===== src/rtl/tape_player.sv =====
// Virtual cassette player: synthesises the Apple-1 ACI tape waveform (header tone, sync, bit cycles) from a byte stream.
// Build option: define TAPE_PLAYER_PASSTHRU_EN to route tape_in_ext to tape_in while idle.
module tape_player #(
  parameter int HDR_HALF    = 37190,
  parameter int HDR_CYCLES  = 3850,
  parameter int SYNC_A_HALF = 11455,
  parameter int SYNC_B_HALF = 14318,
  parameter int ONE_HALF    = 28636,
  parameter int ZERO_HALF   = 14318
) (
  input  logic       clk,
  input  logic       reset_n,
  input  logic       start,
  input  logic       stop,
  input  logic [7:0] byte_data,
  input  logic       byte_valid,
  input  logic       byte_last,
  output logic       byte_ready,
  input  logic       tape_in_ext,
  output logic       tape_in,
  output logic       busy,
  output logic       done,
  output logic       underrun
);

  typedef enum logic [2:0] {
    S_IDLE   = 3'd0,
    S_HEADER = 3'd1,
    S_SYNC_A = 3'd2,
    S_SYNC_B = 3'd3,
    S_LOAD   = 3'd4,
    S_BIT_H1 = 3'd5,
    S_BIT_H2 = 3'd6,
    S_FINISH = 3'd7
  } state_t;

  localparam logic [15:0] HDR_RELOAD    = 16'(HDR_HALF - 1);
  localparam logic [15:0] SYNC_A_RELOAD = 16'(SYNC_A_HALF - 1);
  localparam logic [15:0] SYNC_B_RELOAD = 16'(SYNC_B_HALF - 1);
  localparam logic [15:0] HDR_LAST      = 16'(2 * HDR_CYCLES - 1);

  // Counter reload value for one half of a data bit.
  function automatic logic [15:0] bit_half(input logic b);
    if (b) begin
      return 16'(ONE_HALF - 1);
    end else begin
      return 16'(ZERO_HALF - 1);
    end
  endfunction

  state_t      state_q, state_d;
  logic [15:0] cnt_q, cnt_d;
  logic [15:0] hdr_q, hdr_d;
  logic [7:0]  shift_q, shift_d;
  logic [2:0]  bitcnt_q, bitcnt_d;
  logic        last_q, last_d;
  logic        level_q, level_d;
  logic        underrun_q, underrun_d;
  logic        tape_q, tape_d;
  logic        busy_q, busy_d;
  logic        ready_q, ready_d;
  logic        done_q, done_d;
  logic        expire_s;
  logic        accept_s;
  logic        idle_level_s;

  assign expire_s = (cnt_q == 16'd0);
  assign accept_s = (state_q == S_LOAD) && byte_valid && ready_q;

`ifdef TAPE_PLAYER_PASSTHRU_EN
  assign idle_level_s = tape_in_ext;
`else
  logic unused_ext_s;
  assign unused_ext_s = tape_in_ext;
  assign idle_level_s = 1'b0;
`endif

  // State register.
  always_ff @(posedge clk) begin
    if (!reset_n) begin
      state_q <= S_IDLE;
    end else begin
      state_q <= state_d;
    end
  end

  // Next-state logic; stop overrides everything, including a coincident start.
  always_comb begin
    state_d = state_q;
    if (stop) begin
      state_d = S_IDLE;
    end else begin
      case (state_q)
        S_IDLE:   state_d = start ? S_HEADER : S_IDLE;
        S_HEADER: state_d = (expire_s && (hdr_q == HDR_LAST)) ? S_SYNC_A : S_HEADER;
        S_SYNC_A: state_d = expire_s ? S_SYNC_B : S_SYNC_A;
        S_SYNC_B: state_d = expire_s ? S_LOAD : S_SYNC_B;
        S_LOAD:   state_d = accept_s ? S_BIT_H1 : S_LOAD;
        S_BIT_H1: state_d = expire_s ? S_BIT_H2 : S_BIT_H1;
        S_BIT_H2: begin
          if (!expire_s) begin
            state_d = S_BIT_H2;
          end else if (bitcnt_q != 3'd0) begin
            state_d = S_BIT_H1;
          end else begin
            state_d = last_q ? S_FINISH : S_LOAD;
          end
        end
        S_FINISH: state_d = S_IDLE;
        default:  state_d = S_IDLE;
      endcase
    end
  end

  // Datapath next values and registered-output next values.
  always_comb begin
    cnt_d      = cnt_q;
    hdr_d      = hdr_q;
    shift_d    = shift_q;
    bitcnt_d   = bitcnt_q;
    last_d     = last_q;
    level_d    = level_q;
    underrun_d = underrun_q;
    case (state_q)
      S_IDLE: begin
        if (start && !stop) begin
          cnt_d      = HDR_RELOAD;
          hdr_d      = 16'd0;
          level_d    = 1'b0;
          underrun_d = 1'b0;
        end else begin
          cnt_d = cnt_q;
        end
      end
      S_HEADER, S_SYNC_A, S_SYNC_B, S_BIT_H1, S_BIT_H2: begin
        if (!expire_s) begin
          cnt_d = cnt_q - 16'd1;
        end else begin
          level_d = ~level_q;
          case (state_q)
            S_HEADER: begin
              if (hdr_q == HDR_LAST) begin
                cnt_d = SYNC_A_RELOAD;
              end else begin
                hdr_d = hdr_q + 16'd1;
                cnt_d = HDR_RELOAD;
              end
            end
            S_SYNC_A: cnt_d = SYNC_B_RELOAD;
            S_SYNC_B: cnt_d = 16'd0;
            S_BIT_H1: cnt_d = bit_half(shift_q[7]);
            S_BIT_H2: begin
              // Next bit is shift_q[6] since the shift happens on this same edge.
              shift_d = {shift_q[6:0], 1'b0};
              if (bitcnt_q != 3'd0) begin
                bitcnt_d = bitcnt_q - 3'd1;
                cnt_d    = bit_half(shift_q[6]);
              end else begin
                cnt_d = 16'd0;
              end
            end
            default: cnt_d = 16'd0;
          endcase
        end
      end
      S_LOAD: begin
        if (accept_s) begin
          shift_d  = byte_data;
          last_d   = byte_last;
          bitcnt_d = 3'd7;
          cnt_d    = bit_half(byte_data[7]);
        end else if (!byte_valid && !stop) begin
          underrun_d = 1'b1;
        end else begin
          cnt_d = cnt_q;
        end
      end
      default: cnt_d = cnt_q;
    endcase

    busy_d  = (state_d != S_IDLE);
    ready_d = (state_d == S_LOAD);
    done_d  = (state_d == S_FINISH);
    if (busy_d) begin
      tape_d = level_d;
    end else begin
      tape_d = idle_level_s;
    end
  end

  // Datapath and output registers.
  always_ff @(posedge clk) begin
    if (!reset_n) begin
      cnt_q      <= 16'd0;
      hdr_q      <= 16'd0;
      shift_q    <= 8'd0;
      bitcnt_q   <= 3'd0;
      last_q     <= 1'b0;
      level_q    <= 1'b0;
      underrun_q <= 1'b0;
      tape_q     <= 1'b0;
      busy_q     <= 1'b0;
      ready_q    <= 1'b0;
      done_q     <= 1'b0;
    end else begin
      cnt_q      <= cnt_d;
      hdr_q      <= hdr_d;
      shift_q    <= shift_d;
      bitcnt_q   <= bitcnt_d;
      last_q     <= last_d;
      level_q    <= level_d;
      underrun_q <= underrun_d;
      tape_q     <= tape_d;
      busy_q     <= busy_d;
      ready_q    <= ready_d;
      done_q     <= done_d;
    end
  end

  assign byte_ready = ready_q;
  assign tape_in    = tape_q;
  assign busy       = busy_q;
  assign done       = done_q;
  assign underrun   = underrun_q;

endmodule


===== config.mk =====
export PLATFORM = sky130hd
export DESIGN_NAME = tape_player
export DESIGN_NICKNAME = d
export VERILOG_FILES = /design/src/rtl/tape_player.sv
export SDC_FILE = /design/constraint.sdc
export NUM_CORES = 1
export LEC_CHECK = 0
export BUFFER_PORTS_ARGS = -buffer_cell sky130_fd_sc_hd__buf_2
export CAP_MARGIN = 20
export CORE_ASPECT_RATIO = 0.8
export CORE_UTILIZATION = 45
export DETAILED_ROUTE_END_ITERATION = 16
export SYNTH_ARGS = -nofsm -noshare
export SYNTH_HDL_FRONTEND = slang
export SYNTH_SLANG_ARGS = --single-unit
export TNS_END_PERCENT = 100

===== constraint.sdc =====
create_clock -name clk -period 4.06 [get_ports clk]
set_input_delay 0.406 -clock clk [delete_from_list [all_inputs] [get_ports clk]]
set_output_delay 0.406 -clock clk [all_outputs]
set_load 0.02 [all_outputs]

* Yosys cells after proc, flatten, opt, wreduce, memory -nomap -nowiden
Index checks and enable logic that the tools add are counted.
Word-level totals: input bits 15, register bits after elaboration 53
Operators by class: mux-type cells 42, bitwise operators 1, eq/ne operators 19, $add $sub $neg 3, reduce and logical (&&, ||, !) cells 23
Operators by type and width (number):
- 2-to-1 mux 16 bit | 9
- one-hot mux 16 bit (4 select lines) | 1
- one-hot mux 16 bit (3 select lines) | 1
- 2-to-1 mux 15 bit | 3
- one-hot mux 16 bit (2 select lines) | 1
- 2-to-1 mux 8 bit | 3
- one-hot mux 3 bit (8 select lines) | 1
- equality test 3 bit, second input constant | 6
- 2-to-1 mux 3 bit | 6
- adder 16 x 1 -> 16 bit, second input constant | 1
- equality test 16 x 13 -> 1 bit, second input constant | 1
- logical NOT 16 bit | 1
- != test 2 bit, second input constant | 8
- one-hot mux 8 bit (2 select lines) | 1
- subtractor 16 x 1 -> 16 bit, second input constant | 1
- 2-to-1 mux 2 bit | 5
- AND reduction 5 bit | 2
- nonzero test 3 bit | 3
- 2-to-1 mux 1 bit | 8
- AND reduction 4 bit | 2
- equality test 3 x 2 -> 1 bit, second input constant | 2
- one-hot mux 3 bit (2 select lines) | 1
- nonzero test 2 bit | 3
- logical AND 1 bit | 5
- 10 further kinds | 13

* Logic depth before layout (Yosys ltp)
Gate-level depths: netlist of run 1.
word-level depth 8, depth in mapped cells 10, depth with buffers taken out 8

* Worst setup path before layout of run 1
No wires, ideal clock.
path kind register -> register, start point reg cnt_q[0], end point reg cnt_q[3], path buffers 1, library setup time 0.139 ns, data arrival time 2.208 ns, cell stages (with the launch flop) 10, required time 3.921 ns, slack 1.714 ns, path through dfxtp_1 -> inv_1 -> ha_1 -> or4b_1 -> nor4_4 -> buf_4 -> a21oi_1 -> o221a_2 -> o31ai_1 -> a311oi_1
Between the ends: longest elaborated chain between the ends 3, elaborated cells between the ends (all ways) 4, those cells by class 1 x add/sub; 2 x mux; 1 x reduce/logical
RTL lines:
- start: declaration | line 52 | logic [15:0] cnt_q, cnt_d;
- start signal: assignment | line 206 | cnt_q <= cnt_d;
- subtractor 16 x 1 -> 16 bit or logical NOT 16 bit (tied branches) | line 137, 67
- 2-to-1 mux 16 bit * | line 136 | if (!expire_s) begin
- one-hot mux 16 bit (3 select lines) * | line 124 | case (state_q)
Every way passes the cells marked *; elsewhere a longest branch is shown, timed or not. A chain may end at the register's enable or synchronous reset.

* Worst setup path in the final report of run 1
start point reg cnt_q[0], end point reg ready_q, in the netlist byte_ready
Between the ends: longest elaborated chain between the ends 6, elaborated cells between the ends (all ways) 10, those cells by class 1 x eq/ne; 7 x mux; 2 x reduce/logical
RTL lines:
- logical NOT 16 bit * | line 67 | assign expire_s = (cnt_q == 16'd0);
- logical AND 1 bit | line 95 | S_HEADER: state_d = (expire_s && (hdr_q == HDR_LAST)) ? S_SYNC_A : S_HEADER;
- 2-to-1 mux 2 bit | line 95
- one-hot mux 3 bit (8 select lines) * | line 93 | case (state_q)
- 2-to-1 mux 3 bit * | line 90 | if (stop) begin
- equality test 3 bit * | line 182 | ready_d = (state_d == S_LOAD);
- end signal: assignment | line 215 | ready_q <= ready_d;
- end: declaration | line 61 | logic ready_q, ready_d;
Marked as above.

==> results of run 1 <==
## power by group through the flow
stage,sequential [mW],combinational [mW],clock [mW]
floorplan,0.565,0.141,0
global placement,0.569,0.189,0
detailed placement,0.570,0.190,0
CTS,0.557,0.191,0.387
global route,0.562,0.217,0.411
finish,0.558,0.197,0.381
## layout make-up
cell class	count	area, um2
clock buffers	6	82.58
fillers	626	3133
flip-flops and latches	53	1061
well taps	84	105.1
inverters	12	45.04
repair buffers	25	150.1
clock inverters	2	37.54
multi-input cells	297	1859
## per-layer routing
layer / share of wire (%) / up-vias
met4: 0.56 / 0
met3: 7.3 / 5
li1: - / 1421
met1: 53 / 1314
met2: 39 / 95
met5: 0 / -
## worst min-delay path: cells and delay by family
family / cells / cell delay [ns]
simple gates: 1 / 0.04
buf+inv: 1 / 0.09
compound gates: 1 / 0.05
## layout by cell type (no fill, tap or decap), types with 4 or more instances in the layout
cell      instances
nand2b_1          5
buf_4             6
and3_1            8
nand4_1           4
buf_2            18
xnor2_1          14
a21oi_1          34
a21o_1            5
a211oi_1          6
nor2_1           52
nor2b_1           6
a31oi_1           6
o31ai_1           5
nand2_1          26
ha_1              4
nand3_1          18
dfxtp_1          53
o21ai_0          15
a311oi_1          8
nor3_1           17
clkbuf_8          6
inv_1            11
nor3b_1           4
## cells by family after synthesis
group / after synthesis / share of synthesized area (%)
simple gates: 164 / 29.13
compound gates: 108 / 23.73
flops: 53 / 34.64
buf+inv: 33 / 4.657
xor+xnor: 17 / 4.861
mux: 4 / 1.348
fa+ha+maj: 4 / 1.634
## sequential cells by signal (all words and copies together) (netlist names)
register,count
busy,1
byte_ready,1
level_q,1
shift_q,8
bitcnt_q,3
hdr_q,16
cnt_q,16
tape_in,1
state_q,3
last_q,1
done,1
underrun,1
## worst paths after layout
kind	start	endpoint	slack (ns)	cells after the start
max reg2reg	cnt_q[0]$_SDFFE_PN0P_	byte_ready$_SDFF_PN0_	0.97	9
max	cnt_q[0]$_SDFFE_PN0P_	byte_ready$_SDFF_PN0_	0.97	9
min reg2reg	bitcnt_q[0]$_SDFFE_PN0P_	bitcnt_q[0]$_SDFFE_PN0P_	0.47	1
min	byte_data[0]	shift_q[0]$_SDFFE_PN0P_	0.34	3
==> impl_metrics.py, run 1 <==
metrics = {
    "setup_path": {
        "slowest_stage": "or4b_1",
        "cp_data_required_time_ns": 4.26,
        "timing_worst_setup_path_type": "flip-flop to flip-flop",
        "cp.arrival_ns": 3.29,
        "path_delay_family": "simple AND/OR/NAND/NOR gates",
        "crit_path_end_kind": "flip-flop",
        "cp_slowest_stage_delay_ns": 0.54,
        "cp_num_buf_inv": 2,
        "path_cells": "inv_1, ha_1, or4b_1, nor4_4, buf_4, and2_1, nand3_1, a311o_1, and3_1",
        "cp-start-kind": "flip-flop",
        "crit_fanout": 10,
    },
    "clock_network": {
        "root_buffer": "clkbuf_8",
        "cts_tree": "yes",
        "clkSlewWorstSetupHoldPaths_ns": 0.10,
        "clockBufferDepth": 2,
        "cts_hold_buf": 0,
        "postCtsResizedCells": 0,
        "clkSinkCount": 53,
        "h-tree-depth": 2,
        "clk_latency_ns": 0.31,
        "cts_made_buffers": 5,
        "cts_setup_buffers": 0,
    },
    "floorplan": {
        "dieHeight_um": 75.79,
        "start_util_pct": 47.31,
        "rows": 26,
        "die_w_um": 94.24,
        "coreArea_um2": 6474,
        "pin_count": 20,
        "fp.dieArea_um2": 7142,
    },
    "min_path": {
        "hp-class": "primary input to flip-flop",
    },
    "synth": {
        "yosys-top-cells-area": "dfxtp_1 (35%), nor2_1 (6.4%), a21oi_1 (5.6%)",
        "mappedNetlistNets": 402,
        "synth-warning-count": 0,
        "synth_flop_cell": "dfxtp_1",
        "synthArstFlopShare_pct": 0,
        "synth-edff-count": 0,
        "synth_common_cells": "dfxtp_1 (53), nor2_1 (52), a21oi_1 (34)",
        "synth.cell_area_um2": 3063,
        "synth.avg_cell_area_um2": 7.997,
        "ys_seq_area_share_pct": 34.64,
        "yosys.area.top_type": "dfxtp_1",
        "syn_inst": 383,
        "ys_seq_elements": 53,
        "synthDistinctLibCells": 63,
        "synth.most_common_cell": "dfxtp_1",
        "synth_top_area_share_pct": 34.64,
    },
    "placed_design": {
        "dpl.cell_count": 470,
        "place_area_um2": 3206,
        "gp_congestion": 0.8819,
        "hpwl_um": 5536,
        "dp_slack_ns": 0.9641,
        "io_buffers": 18,
    },
    "finish": {
        "area_delta_synth_final_pct": 9.068,
        "final_util_pct": 51.60,
        "fin_area_um2": 3341,
        "antenna_cells_inserted": 0,
        "layout.cells.non_filler": 479,
        "final_nets": 413,
        "drive_gt1_share_pct": 12.15,
    },
    "pwr": {
        "power_mw": 1.135,
        "ir_worst_vdd_v": 0.0001973,
        "power_frac_comb_pct": 17.3,
        "p_clk_share_pct": 33.6,
        "p_switching_mw": 0.3234,
        "power_frac_seq_pct": 49.1,
        "intPower_mw": 0.8121,
        "p_leak_nw": 1.182,
        "power_density_nw_per_um2": 339.9,
        "p_sw_share_pct": 28.48,
    },
    "sta": {
        "drv_slew": 0,
        "finalHoldViolCount": 0,
        "worstMarginPinSlew_ns": 0.9887,
        "setup_ws_ns": 0.9718,
        "max_freq_mhz": 323.8,
        "setup_violations": 0,
        "slew-limit-headroom_pct": 33.84,
        "tns_ns": 0,
        "finalCriticalPeriod_ns": 3.088,
        "fin_worst_skew_ns": 0.01085,
        "rsz0062_at_grt": "false",
        "finalCritPeriodShare_pct": 76.06,
        "whs_ns": 0.3410,
    },
    "global_routing": {
        "grtUsageMet2_pct": 31.48,
        "grt_use_met1_pct": 38.40,
        "grt_use_total_pct": 23.70,
        "grt_pass1_wl_um": 13030,
        "grt_max_degree": 28,
        "grt_overflow": 0,
        "antenna_found_initial": 0,
        "grt_pass1_vias": 2468,
        "gr-usage-met3_pct": 4.092,
        "grt-busiest-layer": "met1",
    },
    "routing": {
        "first_iter_violations": 297,
        "vias": 2835,
        "drc": 0,
        "firstDrtPassIters": 5,
        "totalWireLength_um": 7791,
        "drtAntennaViolNets": 0,
        "wl_per_cell_um": 16.27,
        "vias_per_cell": 5.919,
    },
    "job": {
        "drv_cap": 0,
    },
    "run_status": {
        "outcome": "completed",
    },
}
(Power assumes the default switching activity.)
==> run 2, diff against run 1 <==
ABC_AREA = 1   (was unset)
clock period = 2.9 ns   (was 4.06 ns; I/O delays follow)
==> impl_metrics.py, run 2 <==
metrics = {
    "synth": {
        "synth-warning-count": 0,
        "synth_xor_area_share_pct": 4.939,
        "mappedNetlistNets": 511,
        "synthAdderAreaFrac_pct": 1.568,
        "syn_inst": 492,
        "synth.most_common_cell": "nand2_1",
        "synth_top_area_share_pct": 33.24,
        "ys_seq_area_share_pct": 33.24,
        "synth-simple-area-share_pct": 34.73,
        "synth.cell_area_um2": 3192,
        "yosys-top-cells-area": "dfxtp_1 (33%), nand2_1 (12%), nor2_1 (8.5%)",
        "synth.avg_cell_area_um2": 6.487,
        "synthDistinctLibCells": 37,
        "synth_compound_area_share_pct": 16.93,
        "synthMuxAreaShare_pct": 0,
        "ys_seq_elements": 53,
        "synthArstFlopShare_pct": 0,
        "synth_flop_cell": "dfxtp_1",
        "synth_top_family_by_area": "simple AND/OR/NAND/NOR gates",
        "synth_common_cells": "nand2_1 (106), nor2_1 (72), dfxtp_1 (53)",
        "yosys.area.top_type": "dfxtp_1",
        "synth-edff-count": 0,
    },
    "routing": {
        "wl_per_cell_um": 12.97,
        "vias": 3066,
        "drtAntennaViolNets": 0,
        "drc": 0,
        "totalWireLength_um": 7715,
        "firstDrtPassIters": 5,
        "vias_per_cell": 5.153,
        "first_iter_violations": 185,
    },
    "clock_network": {
        "clkSlewWorstSetupHoldPaths_ns": 0.10,
        "clk_latency_ns": 0.31,
        "postCtsResizedCells": 0,
        "root_buffer": "clkbuf_8",
        "h-tree-depth": 2,
        "cts_tree": "yes",
        "clockBufferDepth": 2,
        "cts_hold_buf": 0,
        "cts_setup_buffers": 0,
        "cts_made_buffers": 5,
        "clkSinkCount": 53,
    },
    "sta": {
        "worstMarginPinSlew_ns": 0.6759,
        "fin_worst_skew_ns": 0.007465,
        "rsz0062_at_grt": "false",
        "setup_violations": 0,
        "drv_slew": 0,
        "tns_ns": 0,
        "finalHoldViolCount": 0,
        "finalCritPeriodShare_pct": 77.69,
        "finalCriticalPeriod_ns": 2.253,
        "setup_ws_ns": 0.6469,
        "slew-limit-headroom_pct": 54.53,
        "max_freq_mhz": 443.8,
    },
    "floorplan": {
        "rows": 27,
        "start_util_pct": 46.54,
        "dieHeight_um": 77.33,
        "coreArea_um2": 6858,
        "fp.dieArea_um2": 7436,
        "pin_count": 20,
        "die_w_um": 96.16,
    },
    "finish": {
        "reg_top3": "cnt_q: 16 flops, hdr_q: 16 flops, shift_q: 8 flops",
        "area_delta_synth_final_pct": 8.193,
        "layout.cells.non_filler": 595,
        "drive_gt1_share_pct": 11.42,
        "final_cell_mix": "nand2_1 (106), nor2_1 (72), dfxtp_1 (53), inv_1 (49), a21oi_1 (43)",
        "layout_commonest_cell": "nand2_1",
        "multi_input_area_um2": 1857,
        "final_nets": 526,
        "fill_cells": 731,
        "seq_area_um2": 1061,
        "antenna_cells_inserted": 0,
        "final_util_pct": 50.36,
    },
    "setup_path": {
        "r2r_start": "cnt_q[0]$_SDFFE_PN0P_",
        "crit_path_end_kind": "flip-flop",
        "timing_worst_setup_path_type": "flip-flop to flip-flop",
        "cp-start-kind": "flip-flop",
        "cp_data_required_time_ns": 3.08,
        "setup.reg_to_reg.worst_slack_ns": 0.65,
        "crit_fanout": 18,
        "reg2regPathDepth": 11,
        "critPathLaunch": "cnt_q[0]$_SDFFE_PN0P_",
        "r2r-end": "hdr_q[8]$_SDFFE_PN0P_",
        "cp.arrival_ns": 2.43,
        "critPathCapture": "hdr_q[8]$_SDFFE_PN0P_",
    },
    "pwr": {
        "power_density_nw_per_um2": 488.6,
        "ir_worst_vdd_v": 0.0002214,
        "p_leak_nw": 1.370,
    },
    "global_routing": {
        "grt_max_degree": 24,
        "grt_overflow": 0,
        "grt_use_total_pct": 22.70,
        "grt_pass1_vias": 2719,
        "antenna_found_initial": 0,
        "grt_pass1_wl_um": 13260,
    },
    "placed_design": {
        "hpwl_um": 5702,
        "dpl.cell_count": 587,
        "gp_congestion": 0.9340,
        "dp_slack_ns": 0.6725,
        "io_buffers": 18,
    },
    "job": {
        "drv_cap": 0,
    },
    "min_path": {
        "hp-class": "primary input to flip-flop",
    },
    "run_status": {
        "outcome": "completed",
    },
}
[run 2: cell types whose count changed in the layout (fill, tap and decap cells not counted), sizes merged, moves of 8 or more]
cell    before  now
xnor2       14    2
nand3       18   32
a21oi       35   45
nor2        52   81
inv         11   57
nand2       27  112
xor2         3   16
a311oi       8    0
o21ai       17   46
[run 2: kinds of logic after synthesis]
group,count (synthesis)
buf+inv,68
compound gates,101
fa+ha+maj,4
xor+xnor,18
flops,53
simple gates,248
[run 2: how the worst min path moves through the flow]
stage,end,start,depth (start not counted),slack (ns)
2_1_floorplan,shift_q[1]$_SDFFE_PN0P_,shift_q[1]$_SDFFE_PN0P_,2,0.42
3_3_place_gp,shift_q[3]$_SDFFE_PN0P_,shift_q[3]$_SDFFE_PN0P_,2,0.44
3_5_place_dp,shift_q[5]$_SDFFE_PN0P_,shift_q[5]$_SDFFE_PN0P_,2,0.44
4_1_cts,last_q$_SDFFE_PN0P_,byte_last,3,0.19
5_1_grt,last_q$_SDFFE_PN0P_,byte_last,3,0.20
6_report,last_q$_SDFFE_PN0P_,byte_last,3,0.20
[run 2: critical path, stage by stage (launching register included)]
cell	delay [ns]
dfxtp_1	0.32
inv_1	0.11
ha_1	0.21
nand3_2	0.16
nor2_2	0.19
nand2_2	0.20
nand2_4	0.16
nand2_4	0.08
nor2_8	0.27
inv_2	0.20
o21ai_1	0.15
a21oi_1	0.07
[run 2: cell type report]
class                           count  share of cell area [%]
Multi-Input combinational cell    371                   53.77
Sequential cell                    53                   30.72
Inverter                           57                   6.196
Tap cell                           87                   3.152
Timing Repair Buffer               19                   2.826
Clock buffer                        5                   1.993
Clock inverter                      3                   1.341
[run 2: report_power, final]
| group | switching (mW) | total, mW | internal (mW) |
|---|---|---|---|
| clock network | 0.260 | 0.519 | 0.259 |
| logic | 0.257 | 0.381 | 0.123 |
| registers | 0.0315 | 0.788 | 0.756 |
| total | 0.549 | 1.69 | 1.14 |
[run 2: metrics by stage]
stage	area (um2)	power [mW]	hold slack [ns]
finish	3453	1.687	0.2001
floorplan	3192	1.101	0.4245
global placement	3338	1.182	0.4381
CTS	3453	1.705	0.1902
global route	3453	1.788	0.2008
detailed placement	3338	1.182	0.4425
[run 2: routing by layer]
metal	GRT usage [%]	vias up	wire length, um
met5	0	-	0
li1	-	1627	-
met3	4.706	6	500
met4	4.478	0	68
met1	35.80	1364	4076
met2	31.21	69	3068
==> run 3, diff against run 2 <==
clock period = 2.3 ns   (was 2.9 ns; I/O delays follow)
==> impl_metrics.py, run 3 (synthesis results as in run 2) <==
metrics = {
    "finish": {
        "reg_top3": "cnt_q: 16 flops, hdr_q: 16 flops, shift_q: 8 flops",
        "antenna_cells_inserted": 0,
        "fin_area_um2": 3478,
        "layout_commonest_cell": "nand2_1",
        "fill_cells": 709,
        "final_cell_mix": "nand2_1 (106), nor2_1 (72), dfxtp_1 (53), inv_1 (49), a21oi_1 (43)",
        "seq_area_um2": 1061,
        "layout.cells.non_filler": 602,
        "drive_gt1_share_pct": 12.43,
        "multi_input_area_um2": 1857,
        "area_delta_synth_final_pct": 8.977,
        "final_nets": 533,
    },
    "pwr": {
        "power_density_nw_per_um2": 581.3,
        "power_mw": 2.022,
        "p_leak_nw": 1.387,
        "ir_worst_vdd_v": 0.0002823,
    },
    "placed_design": {
        "place_area_um2": 3391,
        "gp_congestion": 0.9327,
        "dpl.cell_count": 594,
        "hpwl_um": 5706,
        "io_buffers": 18,
    },
    "clock_network": {
        "h-tree-depth": 2,
        "postCtsResizedCells": 0,
        "clockBufferDepth": 2,
        "clk_latency_ns": 0.31,
        "clkSlewWorstSetupHoldPaths_ns": 0.10,
        "cts_setup_buffers": 0,
        "cts_tree": "yes",
        "clkSinkCount": 53,
        "cts_hold_buf": 0,
        "root_buffer": "clkbuf_8",
        "cts_made_buffers": 5,
    },
    "global_routing": {
        "grt_pass1_wl_um": 13170,
        "grt_max_degree": 23,
        "grt_pass1_vias": 2842,
        "grt_use_total_pct": 22.55,
        "grt_overflow": 0,
        "antenna_found_initial": 0,
    },
    "setup_path": {
        "cp_data_required_time_ns": 2.54,
        "r2r-end": "hdr_q[6]$_SDFFE_PN0P_",
        "setup.reg_to_reg.worst_slack_ns": 0.28,
        "critPathLaunch": "cnt_q[0]$_SDFFE_PN0P_",
        "crit_path_end_kind": "flip-flop",
        "path_cells": "inv_1, ha_1, nand3_2, nor2_2, nand2_2, nand2_4, nand2_4, nor2_8, buf_4, a21oi_1, nor3_1",
        "reg2regPathDepth": 11,
        "path_delay_family": "simple AND/OR/NAND/NOR gates",
        "cp_num_buf_inv": 2,
        "crit_fanout": 10,
        "cp_common_cell": "nand2_4",
        "slowest_stage": "dfxtp_1",
        "cp_slowest_stage_delay_ns": 0.32,
        "timing_worst_setup_path_type": "flip-flop to flip-flop",
        "cp-start-kind": "flip-flop",
        "cp.arrival_ns": 2.26,
        "r2r_start": "cnt_q[0]$_SDFFE_PN0P_",
    },
    "min_path": {
        "whs_endpoint": "last_q$_SDFFE_PN0P_",
        "whs_path_depth": 3,
        "holdCritStartpoint": "byte_last",
        "hp-class": "primary input to flip-flop",
    },
    "routing": {
        "vias": 3111,
        "totalWireLength_um": 7719,
        "firstDrtPassIters": 5,
        "wl_per_cell_um": 12.82,
        "vias_per_cell": 5.168,
        "first_iter_violations": 197,
        "drc": 0,
        "drtAntennaViolNets": 0,
    },
    "job": {
        "drv_cap": 0,
    },
    "sta": {
        "finalHoldViolCount": 0,
        "finalCriticalPeriod_ns": 2.021,
        "slew-limit-headroom_pct": 47.67,
        "finalCritPeriodShare_pct": 87.85,
        "fin_worst_skew_ns": 0.002969,
        "rsz0062_at_grt": "false",
        "max_freq_mhz": 494.9,
        "worstMarginPinSlew_ns": 0.7778,
        "setup_violations": 0,
        "drv_slew": 0,
        "tns_ns": 0,
        "whs_ns": 0.1586,
    },
    "run_status": {
        "outcome": "completed",
    },
    "floorplan": {
        "coreArea_um2": 6858,
        "die_w_um": 96.16,
        "dieHeight_um": 77.33,
        "start_util_pct": 46.54,
        "fp.dieArea_um2": 7436,
        "rows": 27,
        "pin_count": 20,
    },
}
## run 3: tightest hold or removal path, cell delays in order
cell and delay (ns):
buf_2 0.08, nor2_1 0.04, nor2_1 0.08
## run 3: through the flow
stage	utilization [%]	setup WS, ns
floorplan	-	0.5391
global placement	49.44	0.3152
detailed placement	49.44	0.3079
CTS	50.72	0.2802
global route	50.72	0.01665
finish	50.72	0.2794
## run 3: worst max-delay path by stage
stage / cells past startpoint / end
final: 11 / hdr_q[6]$_SDFFE_PN0P_
after CTS: 11 / hdr_q[6]$_SDFFE_PN0P_
after detailed placement: 11 / hdr_q[6]$_SDFFE_PN0P_
after global placement: 11 / hdr_q[8]$_SDFFE_PN0P_
after global routing: 11 / bitcnt_q[0]$_SDFFE_PN0P_
after floorplan: 12 / hdr_q[1]$_SDFFE_PN0P_
## run 3: layer usage
| metal | GRT usage, % | part of all wire (%) | wire (um) | up-vias |
|---|---|---|---|---|
| li1 | - | - | - | 1638 |
| met1 | 33.92 | 52 | 4022 | 1399 |
| met2 | 32.98 | 41 | 3139 | 70 |
| met3 | 4.412 | 6.6 | 507 | 4 |
| met4 | 4.776 | 0.65 | 50 | 0 |
| met5 | 0 | 0 | 0 | - |
## run 3: layout make-up
cell class | count | area share, %
Sequential cell | 53 | 30.50
Multi-Input combinational cell | 371 | 53.38
Clock buffer | 6 | 2.086
Clock inverter | 2 | 0.4317
Inverter | 57 | 6.151
Timing Repair Buffer | 26 | 4.317
Tap cell | 87 | 3.129
## run 3: power by group
group	leakage [nW]	internal (mW)	total, mW	switching, mW
clock	0.0374	0.215	0.533	0.318
combinational	0.919	0.167	0.495	0.328
sequential	0.430	0.954	0.994	0.0403
total	1.39	1.34	2.02	0.685
